<file path="config.mk">
export PLATFORM = sky130hd
export DESIGN_NAME = btn_event_arbiter
export DESIGN_NICKNAME = d
export VERILOG_FILES = /design/src/rtl/btn_event_arbiter.sv
export SDC_FILE = /design/constraint.sdc
export NUM_CORES = 1
export LEC_CHECK = 0
export CAP_MARGIN = 20
export CORE_MARGIN = 10
export CORE_UTILIZATION = 50
export CTS_CLUSTER_DIAMETER = 150
export CTS_CLUSTER_SIZE = 14
export DETAILED_ROUTE_END_ITERATION = 10
export GPL_TIMING_DRIVEN = 0
export HOLD_SLACK_MARGIN = 0.12
export PLACE_DENSITY = 0.67
export SLEW_MARGIN = 20
export SYNTH_ARGS = -nofsm -noshare
export SYNTH_HDL_FRONTEND = slang
export SYNTH_SLANG_ARGS = --single-unit
</file>
<file path="constraint.sdc">
create_clock -name clk_i -period 3.57 [get_ports clk_i]
set_input_delay 0.5355 -clock clk_i [delete_from_list [all_inputs] [get_ports clk_i]]
set_output_delay 0.5355 -clock clk_i [all_outputs]
set_load 0.02 [all_outputs]
</file>
<file path="src/rtl/btn_event_arbiter.sv">
// rtl/btn_event_arbiter.sv - press/release/long-press detection and round-robin event sequencing
module btn_event_arbiter #(
  parameter int   NUM_BTN       = 4,
  parameter int   CLK_FREQ      = 50_000_000,
  parameter int   LONG_PRESS_MS = 1000,
  parameter logic ACTIVE_LEVEL  = 1'b1
) (
  input  logic                       clk_i,
  input  logic                       arst_n_i,
  input  logic [NUM_BTN-1:0]         deb_i,
  output logic                       evt_valid_o,
  input  logic                       evt_ready_i,
  output logic [$clog2(NUM_BTN)-1:0] evt_id_o,
  output logic [1:0]                 evt_type_o,
  output logic [NUM_BTN-1:0]         ovf_o,
  input  logic                       ovf_clr_i
);

  localparam int IW       = $clog2(NUM_BTN);
  localparam int TICK_DIV = (CLK_FREQ / 1000 > 0) ? CLK_FREQ / 1000 : 1;
  localparam int PW       = (TICK_DIV > 1) ? $clog2(TICK_DIV) : 1;
  localparam int HW       = $clog2(LONG_PRESS_MS + 1);

  localparam logic [PW-1:0] PRESC_LAST = PW'(TICK_DIV - 1);
  localparam logic [HW-1:0] HOLD_LAST  = HW'(LONG_PRESS_MS - 1);
  localparam logic [HW-1:0] HOLD_MAX   = HW'(LONG_PRESS_MS);

  localparam logic [1:0] T_PRESS   = 2'b00;
  localparam logic [1:0] T_RELEASE = 2'b01;
  localparam logic [1:0] T_LONG    = 2'b10;

  typedef enum logic {S_IDLE, S_HOLD} state_e;

  // Levels are normalised so that 1 always means "pressed".
  logic [NUM_BTN-1:0] lvl;
  logic [NUM_BTN-1:0] lvl_q, lvl_d;
  logic [NUM_BTN-1:0] press, rel, long_evt, new_evt;

  logic [PW-1:0] presc_q, presc_d;
  logic          ms_tick;

  logic [HW-1:0] hold_q [NUM_BTN];
  logic [HW-1:0] hold_d [NUM_BTN];
  logic [NUM_BTN-1:0] fired_q, fired_d;

  logic [NUM_BTN-1:0] slot_vld_q, slot_vld_d;
  logic [1:0]         slot_type_q [NUM_BTN];
  logic [1:0]         slot_type_d [NUM_BTN];
  logic [NUM_BTN-1:0] ovf_q, ovf_d;

  state_e        state_q, state_d;
  logic [IW-1:0] evt_id_q, evt_id_d;
  logic [1:0]    evt_type_q, evt_type_d;
  logic [IW-1:0] ptr_q, ptr_d;

  logic               win_found;
  logic [IW-1:0]      win_idx;
  logic [IW:0]        cand;
  logic               load;
  logic [NUM_BTN-1:0] grant;

  assign ms_tick     = (presc_q == PRESC_LAST);
  assign evt_valid_o = (state_q == S_HOLD);
  assign evt_id_o    = evt_id_q;
  assign evt_type_o  = evt_type_q;
  assign ovf_o       = ovf_q;

  // Edge detection, ms prescaler and per-button hold counters with one-shot long-press.
  always_comb begin
    lvl      = deb_i ^ {NUM_BTN{~ACTIVE_LEVEL}};
    lvl_d    = lvl;
    press    = lvl & ~lvl_q;
    rel      = ~lvl & lvl_q;
    long_evt = '0;
    fired_d  = fired_q;
    presc_d  = ms_tick ? '0 : presc_q + 1'b1;
    for (int b = 0; b < NUM_BTN; b++) begin
      hold_d[b] = hold_q[b];
      if (press[b]) begin
        hold_d[b]  = '0;
        fired_d[b] = 1'b0;
      end else if (lvl[b] && lvl_q[b] && ms_tick && (hold_q[b] != HOLD_MAX)) begin
        hold_d[b] = hold_q[b] + 1'b1;
        // A release this cycle clears lvl[b], so release wins over long-press.
        if ((hold_q[b] == HOLD_LAST) && !fired_q[b]) begin
          long_evt[b] = 1'b1;
          fired_d[b]  = 1'b1;
        end
      end
    end
  end

  // Round-robin search for the first pending slot starting at the pointer.
  always_comb begin
    win_found = 1'b0;
    win_idx   = '0;
    cand      = '0;
    for (int i = 0; i < NUM_BTN; i++) begin
      cand = {1'b0, ptr_q} + (IW+1)'(i);
      if (cand >= (IW+1)'(NUM_BTN)) begin
        cand = cand - (IW+1)'(NUM_BTN);
      end
      if (!win_found && slot_vld_q[cand[IW-1:0]]) begin
        win_found = 1'b1;
        win_idx   = cand[IW-1:0];
      end
    end
  end

  // Output register FSM: load a winner when idle or when the held event is accepted.
  always_comb begin
    state_d    = state_q;
    evt_id_d   = evt_id_q;
    evt_type_d = evt_type_q;
    ptr_d      = ptr_q;
    load       = 1'b0;
    grant      = '0;
    case (state_q)
      S_IDLE: begin
        if (win_found) load = 1'b1;
      end
      S_HOLD: begin
        if (evt_ready_i) begin
          if (win_found) load = 1'b1;
          else           state_d = S_IDLE;
        end
      end
      default: state_d = S_IDLE;
    endcase
    if (load) begin
      state_d        = S_HOLD;
      evt_id_d       = win_idx;
      evt_type_d     = slot_type_q[win_idx];
      grant[win_idx] = 1'b1;
      ptr_d          = (win_idx == IW'(NUM_BTN - 1)) ? '0 : win_idx + 1'b1;
    end
  end

  // Pending slots: a new event needs an empty slot or one being granted now, else it is dropped.
  always_comb begin
    new_evt = press | rel | long_evt;
    ovf_d   = ovf_clr_i ? '0 : ovf_q;
    for (int b = 0; b < NUM_BTN; b++) begin
      slot_vld_d[b]  = slot_vld_q[b];
      slot_type_d[b] = slot_type_q[b];
      if (grant[b]) slot_vld_d[b] = 1'b0;
      if (new_evt[b]) begin
        if (!slot_vld_q[b] || grant[b]) begin
          slot_vld_d[b]  = 1'b1;
          slot_type_d[b] = press[b] ? T_PRESS : (rel[b] ? T_RELEASE : T_LONG);
        end else begin
          ovf_d[b] = 1'b1;
        end
      end
    end
  end

  // State registers; reset discards every pending and in-flight event.
  always_ff @(posedge clk_i or negedge arst_n_i) begin
    if (!arst_n_i) begin
      lvl_q      <= '0;
      presc_q    <= '0;
      fired_q    <= '0;
      slot_vld_q <= '0;
      ovf_q      <= '0;
      state_q    <= S_IDLE;
      evt_id_q   <= '0;
      evt_type_q <= T_PRESS;
      ptr_q      <= '0;
      for (int b = 0; b < NUM_BTN; b++) begin
        hold_q[b]      <= '0;
        slot_type_q[b] <= '0;
      end
    end else begin
      lvl_q      <= lvl_d;
      presc_q    <= presc_d;
      fired_q    <= fired_d;
      slot_vld_q <= slot_vld_d;
      ovf_q      <= ovf_d;
      state_q    <= state_d;
      evt_id_q   <= evt_id_d;
      evt_type_q <= evt_type_d;
      ptr_q      <= ptr_d;
      for (int b = 0; b < NUM_BTN; b++) begin
        hold_q[b]      <= hold_d[b];
        slot_type_q[b] <= slot_type_d[b];
      end
    end
  end

endmodule
</file>
==> summary.txt <==
Timing
  • Final worst path period need: 2700 ps
  • # setup viols final: 0
  • Fin. Hold Viols: 0
  • Rel. slew slack: 0.402
  • Slew @ Worst Pin: 889 ps
  • Skew final: 15.6 ps
  • TNS Setup: 0 ps
  • WHS: 123 ps
  • Fmax: 370 MHz
  • Slew Limit Fails: 0
  • RSZ-0062 raised after global routing: false
  • Period utilization: 0.756

Placement
  • IO buf count: 16
  • Final HPWL DP: 6350 µm
  • GP Congestion: 0.846
  • DP Area: 0.00491 mm²
  • Placed Cells: 600

Floorplan
  • Full die area: 0.0134 mm²
  • I/O Pins: 17
  • Starting density of the core: 0.519
  • Die H: 116 µm
  • Core box area: 0.00885 mm²
  • Row cnt: 34
  • Die extent in x: 116 µm

Worst setup path
  • Critical path capture point type: register
  • Crit path arrival time: 2920 ps
  • Reg2reg end: hold_q[28]$_DFFE_PN0P_
  • WP data required: 3790 ps
  • Reg2Reg Depth: 6
  • R2R setup slack: 870 ps
  • CP max FO: 10
  • Slowest-stage cell, CP: nor4_2
  • Critical-path cell list: or4b_4 > nor4_2 > clkbuf_1 > nand4_1 > xor2_1 > nor2_1
  • Reg2reg start: presc_q[13]$_DFF_PN0_
  • Critical path start-end classification: register to register
  • CP max stage delay: 640 ps
  • Startpoint types: register

Global routing
  • Global route overflow: 0
  • First-pass GRT wire length: 15800 µm
  • Antenna violations before repair: 0
  • Largest net degree at the start of global routing: 53
  • Gr usage total: 0.144
  • Vias in the first global route: 3404

Min path
  • Worst hold path type: primary input to asynchronous set/reset pin

Power and ir drop
  • Max VDD drop: 214 µV
  • Final Total Pwr: 2.51 mW
  • PwrDens: 491 mW/mm²
  • Leak: 2.28 nW

Yosys
  • Number of synthesized flops with an enable pin: 0
  • Post-synthesis sequential area ratio: 0.474
  • Syn_nets: 508
  • Count leader, synth: dfrtp_1
  • Main synth FF type: dfrtp_1
  • Commonest cells post-synth: dfrtp_1, nor2_1, nand2_1
  • Area share of the largest cell type after synthesis: 0.474
  • Yosys Warn Count: 0
  • Synthesized instance count: 475
  • Unique masters post-synth: 44
  • Synth async-reset ratio: 1.00
  • Post-synthesis register bit count: 87
  • Synth area leader: dfrtp_1
  • Synthesized area: 0.00459 mm²
  • Largest cells by area after synthesis: dfrtp_1, ha_1, nor2_1
  • Average size of a mapped cell: 9.66 µm²

Detailed routing
  • Routed wl met3: 342 µm
  • Drt drc: 0
  • First-pass DRT Iterations: 4
  • DR iter-0 viols: 204
  • Routed vias: 3379
  • Post-DR wirelength/cell: 14.3 µm
  • Routed WL: 8830 µm
  • Vias per cell: 5.49
  • Wire length on met2: 4060 µm
  • Met1 WL: 4330 µm
  • Routed Antenna Nets: 0
  • DR top layer: met4

Job
  • Max cap viols: 0

Final layout
  • Final std cells w/o fill: 616
  • Synth-to-Final Area Change: 11.1%
  • Design area: 0.00510 mm²
  • Nets: 536
  • Ant diodes: 0
  • Layout cells sized above 1: 0.0512

CTS
  • CTS tree: built
  • Hold_buf cts: 0
  • Num CTS Buffers: 9
  • # clock sinks: 87
  • CTS H-tree lvls: 3
  • Setup repair bufs after CTS: 0
  • Skew-Pair Late Insertion Delay: 360 ps
  • Worst-path clk slew: 100 ps
  • Clock Tree Buf Depth: 2
  • Post-CTS sizing: 0
  • Root buf cell: clkbuf_8

Outcome
  • Outcome: completed
state kept, by name, indices dropped and copies added, names as in the netlist:
name,count
hold_q,40
ovf_o,4
evt_valid_o,1
evt_id_o,2
evt_type_o,2
lvl_q,4
fired_q,4
ptr_q,2
slot_type_q,8
presc_q,16
slot_vld_q,4
kinds of logic after synthesis:
logic type / synth area share
flip-flops: 0.474
adder cells (fa/ha/maj): 0.0682
buffers and inverters: 0.0363
multiplexers: 0.0294
AND/OR/NAND/NOR: 0.249
AO/OA/AOI/OAI: 0.0564
XOR/XNOR: 0.0859
power breakdown:
| group | internal, mW | total [mW] | leakage [nW] | switching, mW |
|---|---|---|---|---|
| logic | 0.279 | 0.649 | 1.04 | 0.370 |
| clock network | 0.322 | 0.675 | 0.0960 | 0.354 |
| registers | 1.09 | 1.18 | 1.14 | 0.0962 |
| total | 1.69 | 2.51 | 2.28 | 0.820 |
per-stage QoR:
| stage | setup WS, ps | utilization |
|---|---|---|
| after CTS | 816 | 0.576 |
| after global placement | -1210 | 0.552 |
| after detailed placement | 768 | 0.555 |
| final | 870 | 0.576 |
| after floorplan | 1330 | - |
| after global routing | 682 | 0.576 |
placed cells by master (no fill, tap or decap), drive strengths merged, types with 7 or more instances in the layout:
cell type,netlist,routed
ha,25,25
and4,7,7
and3,13,13
nor2,62,62
inv,33,33
clkdlybuf4s50,0,15
xor2,22,22
o21ai,9,9
mux2i,9,9
dfrtp,87,87
clkbuf,10,20
xnor2,23,23
a21oi,12,12
nand2,37,37
nand4,19,19
and2,7,7
nand3,21,21
nor4,13,13
nor3,12,12
final cells by class:
class                   count  area, µm²
flip-flops and latches     87       2180
fillers                   801       3750
well taps                 108        135
plain buffers              11       42.5
clock inverters             6       61.3
inverters                  33        124
multi-input cells         344       2250
clock buffers              10        128
repair buffers             17        185
worst max-delay path, delay by kind of cell, from the launching register on:
kind | cells | cell delay (ps)
xor gates and xnor gates | 1 | 170
buffers and inverters | 1 | 460
DFF | 1 | 440
and+or+nand+nor | 4 | 1480
worst max path at each step:
stage | startpoint | to | depth (start not counted)
floorplan | presc_q[13]$_DFF_PN0_ | hold_q[27]$_DFFE_PN0P_ | 6
global placement | arst_n_i | hold_q[15]$_DFFE_PN0P_ | 1
detailed placement | deb_i[1] | slot_type_q[4]$_DFFE_PN0P_ | 7
CTS | presc_q[10]$_DFF_PN0_ | hold_q[28]$_DFFE_PN0P_ | 6
global route | presc_q[7]$_DFF_PN0_ | hold_q[28]$_DFFE_PN0P_ | 6
finish | presc_q[13]$_DFF_PN0_ | hold_q[28]$_DFFE_PN0P_ | 6
per-layer routing:
metal / vias up / global-route usage
li1: 1695 / -
met1: 1635 / 0.193
met3: 9 / 0.0362
met4: 0 / 0.0434
met2: 40 / 0.226
met5: - / 0
(Power assumes the default switching activity.)
